==> config.mk <==
export PLATFORM = sky130hd
export DESIGN_NAME = bus_rx_endpoint
export DESIGN_NICKNAME = d
export VERILOG_FILES = /design/src/rtl/bus_rx_endpoint.sv
export SDC_FILE = /design/constraint.sdc
export NUM_CORES = 1
export LEC_CHECK = 0
export ABC_AREA = 1
export CAP_MARGIN = 20
export CELL_PAD_IN_SITES_DETAIL_PLACEMENT = 1
export CELL_PAD_IN_SITES_GLOBAL_PLACEMENT = 1
export CORE_UTILIZATION = 40
export DETAILED_ROUTE_END_ITERATION = 10
export PLACE_DENSITY_LB_ADDON = 0.1
export SYNTH_ARGS = -nofsm -noshare
export SYNTH_HDL_FRONTEND = slang
export SYNTH_SLANG_ARGS = --single-unit
==> constraint.sdc <==
create_clock -name clk -period 2.4 [get_ports clk]
set_input_delay 0.24 -clock clk [delete_from_list [all_inputs] [get_ports clk]]
set_output_delay 0.24 -clock clk [all_outputs]
set_load 0.02 [all_outputs]
==> src/rtl/bus_rx_endpoint.sv <==
// Byte-wide bus receiver: parses header + address bytes into a command for the
// local engine, then returns a one-cycle ack once the engine reports done.
module bus_rx_endpoint #(
  parameter int         ADDRW   = 24,
  parameter logic [1:0] DEV_ID  = 2'd1,
  parameter int         TIMEOUT = 16
) (
  input  logic             clk,
  input  logic             rst,
  input  logic [7:0]       bus_data,
  input  logic             bus_valid,
  output logic             bus_ready,
  output logic             cmd_valid,
  input  logic             cmd_ready,
  output logic [1:0]       cmd_op,
  output logic [ADDRW-1:0] cmd_addr,
  input  logic             done_in,
  output logic             ack_out,
  output logic             err
);

  localparam int NBYTES = ADDRW / 8;

  typedef enum logic [2:0] {
    S_IDLE, S_ADDR, S_SKIP, S_ISSUE, S_BUSY, S_ACK
  } state_t;

  state_t           r_state;
  state_t           w_state_next;
  logic [7:0]       r_bcnt;
  logic [7:0]       r_tcnt;
  logic             r_cmd_valid;
  logic [1:0]       r_cmd_op;
  logic [ADDRW-1:0] r_cmd_addr;
  logic             r_ack;
  logic             r_err;
  logic             w_xfer;
  logic             w_hdr_match;
  logic             w_last_byte;
  logic             w_timeout;
  logic             w_err_set;
  logic             w_hdr_accept;

  assign bus_ready    = (r_state == S_IDLE) || (r_state == S_ADDR) || (r_state == S_SKIP);
  assign w_xfer       = bus_valid & bus_ready;
  assign w_hdr_match  = (bus_data[7:6] == DEV_ID);
  assign w_last_byte  = (r_bcnt == 8'(NBYTES - 1));
  assign w_timeout    = !w_xfer && (r_tcnt == 8'(TIMEOUT - 1));
  assign w_hdr_accept = (r_state == S_IDLE) && w_xfer && w_hdr_match && (bus_data[5:4] != 2'b11);

  assign cmd_valid = r_cmd_valid;
  assign cmd_op    = r_cmd_op;
  assign cmd_addr  = r_cmd_addr;
  assign ack_out   = r_ack;
  assign err       = r_err;

  always_ff @(posedge clk or posedge rst) begin
    if (rst) r_state <= S_IDLE;
    else     r_state <= w_state_next;
  end

  always_comb begin
    w_state_next = r_state;
    w_err_set    = 1'b0;
    case (r_state)
      S_IDLE: begin
        if (w_xfer) begin
          if (!w_hdr_match) begin
            w_state_next = S_SKIP;
          end else if (bus_data[5:4] == 2'b11) begin
            w_state_next = S_SKIP;
            w_err_set    = 1'b1;
          end else begin
            w_state_next = S_ADDR;
          end
        end
      end
      S_ADDR: begin
        if (w_xfer && w_last_byte) begin
          w_state_next = S_ISSUE;
        end else if (w_timeout) begin
          w_state_next = S_IDLE;
          w_err_set    = 1'b1;
        end
      end
      S_SKIP: begin
        if (w_xfer && w_last_byte) begin
          w_state_next = S_IDLE;
        end else if (w_timeout) begin
          w_state_next = S_IDLE;
          w_err_set    = 1'b1;
        end
      end
      S_ISSUE: if (r_cmd_valid && cmd_ready) w_state_next = S_BUSY;
      S_BUSY:  if (done_in) w_state_next = S_ACK;
      S_ACK:   w_state_next = S_IDLE;
      default: w_state_next = S_IDLE;
    endcase
  end

  // Byte and idle counters restart whenever the state changes.
  always_ff @(posedge clk or posedge rst) begin
    if (rst) begin
      r_bcnt <= 8'd0;
      r_tcnt <= 8'd0;
    end else if (w_state_next != r_state) begin
      r_bcnt <= 8'd0;
      r_tcnt <= 8'd0;
    end else if (w_xfer) begin
      r_bcnt <= r_bcnt + 8'd1;
      r_tcnt <= 8'd0;
    end else if ((r_state == S_ADDR) || (r_state == S_SKIP)) begin
      r_tcnt <= r_tcnt + 8'd1;
    end
  end

  always_ff @(posedge clk or posedge rst) begin
    if (rst) begin
      r_cmd_op   <= 2'd0;
      r_cmd_addr <= '0;
    end else if (w_hdr_accept) begin
      r_cmd_op   <= bus_data[5:4];
      r_cmd_addr <= '0;
    end else if ((r_state == S_ADDR) && w_xfer) begin
      r_cmd_addr[8*r_bcnt +: 8] <= bus_data;
    end
  end

  // cmd_valid rises one cycle after entering ISSUE and drops on the handshake.
  always_ff @(posedge clk or posedge rst) begin
    if (rst) begin
      r_cmd_valid <= 1'b0;
      r_ack       <= 1'b0;
      r_err       <= 1'b0;
    end else begin
      r_cmd_valid <= (r_state == S_ISSUE) && (w_state_next == S_ISSUE);
      r_ack       <= (r_state == S_ACK);
      r_err       <= w_err_set;
    end
  end

endmodule
==> flow_summary.ini <==
[worst_setup_path]
slowest_delay_ns = 0.46
crit_fanout = 8
crit_chain = nor2_4 > nand3_4 > nor3_2 > ha_1 > nor2_1 > nand2_1 > nor2_2 > o21bai_4 > nand4_4 > nand2_1 > nand2_2 > nand2_1 > nand2_1
critPathBufInv = 0
required_ns = 2.60
critPathLaunchType = register
cp-end-kind = register
worstPathArrival_ns = 2.36
crit_slowest_cell = dfrtp_2
crit_top_cell = nand2_1
criticalPathCategory = register to register
path_delay_family = simple AND/OR/NAND/NOR gates

[grt]
grt_pass1_vias = 2292
grt_usage = 0.1987
grt_max_degree = 49
grt_pass1_wl_um = 11120
antenna_found_initial = 0
overflow = 0

[min_path]
min_path_type = primary input to asynchronous set/reset pin

[yosys]
synth_nets = 333
ys_top_cells_by_area = dfrtp_1 (45%), nand2_1 (9.2%), nand3_1 (5.8%), nor2_1 (5.2%), inv_1 (4.0%)
synth_seq_cells = 48
netlist_instances = 315
synth.yosys.seq_area_share = 0.4463
post-synth-top-area-cell = dfrtp_1
synth_warnings = 0
synth_cell_types = 32
synth_top_area_share = 0.4463
synth_area_mm2 = 0.002691
syn_area_per_cell_um2 = 8.544

[layout]
fin_nets = 384
drive_above_1_share = 0.2098
finalNonFillerCells = 444
syn_to_final_growth_pct = 25.99
final_common_cell = nand2_1
nFillCells = 772
utilization = 0.5280
diodes = 0
final_cell_mix = nand2_1 (66), dfrtp_1 (47), clkdlybuf4s50_1 (42), nor2_1 (35), nand3_1 (31)

[placement]
routabilityCongestion = 0.7992
portBuffers = 42
place_inst = 434
dp_hpwl_um = 4851

[die]
core_mm2 = 0.006422
num_io_pins = 43
dieArea_mm2 = 0.007060
die_h_um = 84.03
initial_core_util = 0.4191
core.rowCount = 29
die_x_um = 84.03

[cts]
htreeDepth = 2
worstSkewPairLatency_ns = 0.31
cts_made_buffers = 5
clkSlewWorstSetupHoldPaths_ns = 0.10
clkSinkCount = 48
cts_tree = built
cts-root-buf = clkbuf_8
hold_buffers = 0
cts.path.max_buffers = 2

[flow_run]
cap_viol_max_count = 0

[timing]
finalSetupViolCount = 0
max_freq_ghz = 0.4636
slew_headroom = 0.5843
fin_crit_sh = 0.8988
slew_viol_final = 0
fin_crit_ns = 2.157
finClkSkew_ns = 0.008786
worstMarginPinSlew_ns = 0.6236
final_hold_viol_count = 0

[routing]
routed_wl_um = 6560
drc = 9
wire_per_inst_um = 14.77
vias = 2235
drt_iter0_markers = 62
dr.pass1.iters = 7
ant_nets = 0
vias_per_cell = 5.034

[status]
run_status = complete, but fails checks
violations = design-rule violations

[power]
peakVddDrop_v = 0.0005326
power_density_mw_per_mm2 = 912.5
p_leak_uw = 0.001594
-- kinds of logic (layout without fill, tap and decap cells) --
kind of cell,after synthesis,after routing,share of synthesized area
adder cells (fa/ha/maj),5,5,0.02325
buffers and inverters,41,92,0.06462
multiplexers,1,1,0.003719
flip-flops,48,48,0.4463
AND/OR/NAND/NOR,184,185,0.3603
AO/OA/AOI/OAI,22,22,0.05346
XOR/XNOR,14,14,0.04835
-- worst paths after layout --
path,to,startpoint,depth (start not counted),slack [ns]
setup / recovery,cmd_addr[9],r_bcnt[1],13,0.24
hold / removal,cmd_addr[15],rst,3,0.41
setup reg to reg,cmd_addr[9],r_bcnt[1],13,0.24
hold reg to reg,cmd_addr[13],cmd_addr[13],2,0.48
max in group asynchronous,r_bcnt[1],rst,3,1.53
min in group clk,cmd_addr[13],cmd_addr[13],2,0.48
-- through the flow --
step	total power (uW)	hold WS [ns]	setup TNS [ns]	area, um2	setup slack (ns)
after floorplan	2001	0.3869	0	2691	0.2778
after global placement	2371	0.4547	0	3211	0.2033
after detailed placement	2406	0.4628	0	3211	0.05788
after CTS	3045	0.4398	0	3332	0.04604
after global routing	3314	0.4759	-0.01455	3391	-0.01455
final	3094	0.4089	0	3391	0.2428
-- routing by layer --
layer  track usage  share of wire  vias up
met4       0.05643          0.013        0
met5             0              0        -
li1              -              -     1107
met2        0.3301           0.48       33
met3       0.03363          0.030        7
met1        0.2670           0.47     1088
-- registers in the layout, indices dropped and copies added, names as in the netlist --
| register | count |
|---|---|
| ack_out | 1 |
| cmd_addr | 24 |
| cmd_op | 2 |
| cmd_valid | 1 |
| err | 1 |
| r_bcnt | 8 |
| r_state | 3 |
| r_tcnt | 8 |
-- layout make-up --
cell class                      instances  area [um2]  area share
Multi-Input combinational cell        227        1366      0.4030
Sequential cell                        48        1202      0.3546
Timing Repair Buffer                   49       473.0      0.1395
Inverter                               35       131.4     0.03875
Tap cell                               77       96.34     0.02841
Clock buffer                            6       82.58     0.02435
Clock inverter                          2       38.79     0.01144
-- worst register-to-register path, cell delays in order (launching register included) --
cell      delay, ns
dfrtp_2        0.46
nor2_4         0.14
nand3_4        0.12
nor3_2         0.13
ha_1           0.26
nor2_1         0.11
nand2_1        0.07
nor2_2         0.11
o21bai_4       0.17
nand4_4        0.13
nand2_1        0.10
nand2_2        0.11
nand2_1        0.10
nand2_1        0.05
-- cells in the mapped netlist, drive strengths merged --
cell	number
o21ai	17
ha	5
mux2i	1
o22ai	1
buf	6
inv	35
o21bai	1
xnor2	3
nand3	39
xor2	11
nand4	9
or2	1
nor3	4
a21oi	3
nor2	55
dfrtp	48
nand2	76
-- power breakdown --
| part | switching (uW) | internal (uW) |
|---|---|---|
| combinational | 924 | 541 |
| clock | 293 | 341 |
| sequential | 82.3 | 913 |
-- timing repair --
action,4_1_cts,5_1_grt
buffers inserted,0,1
setup endpoints to repair,0,24
resized for setup,0,8
Power figures use the tool's default switching activity.
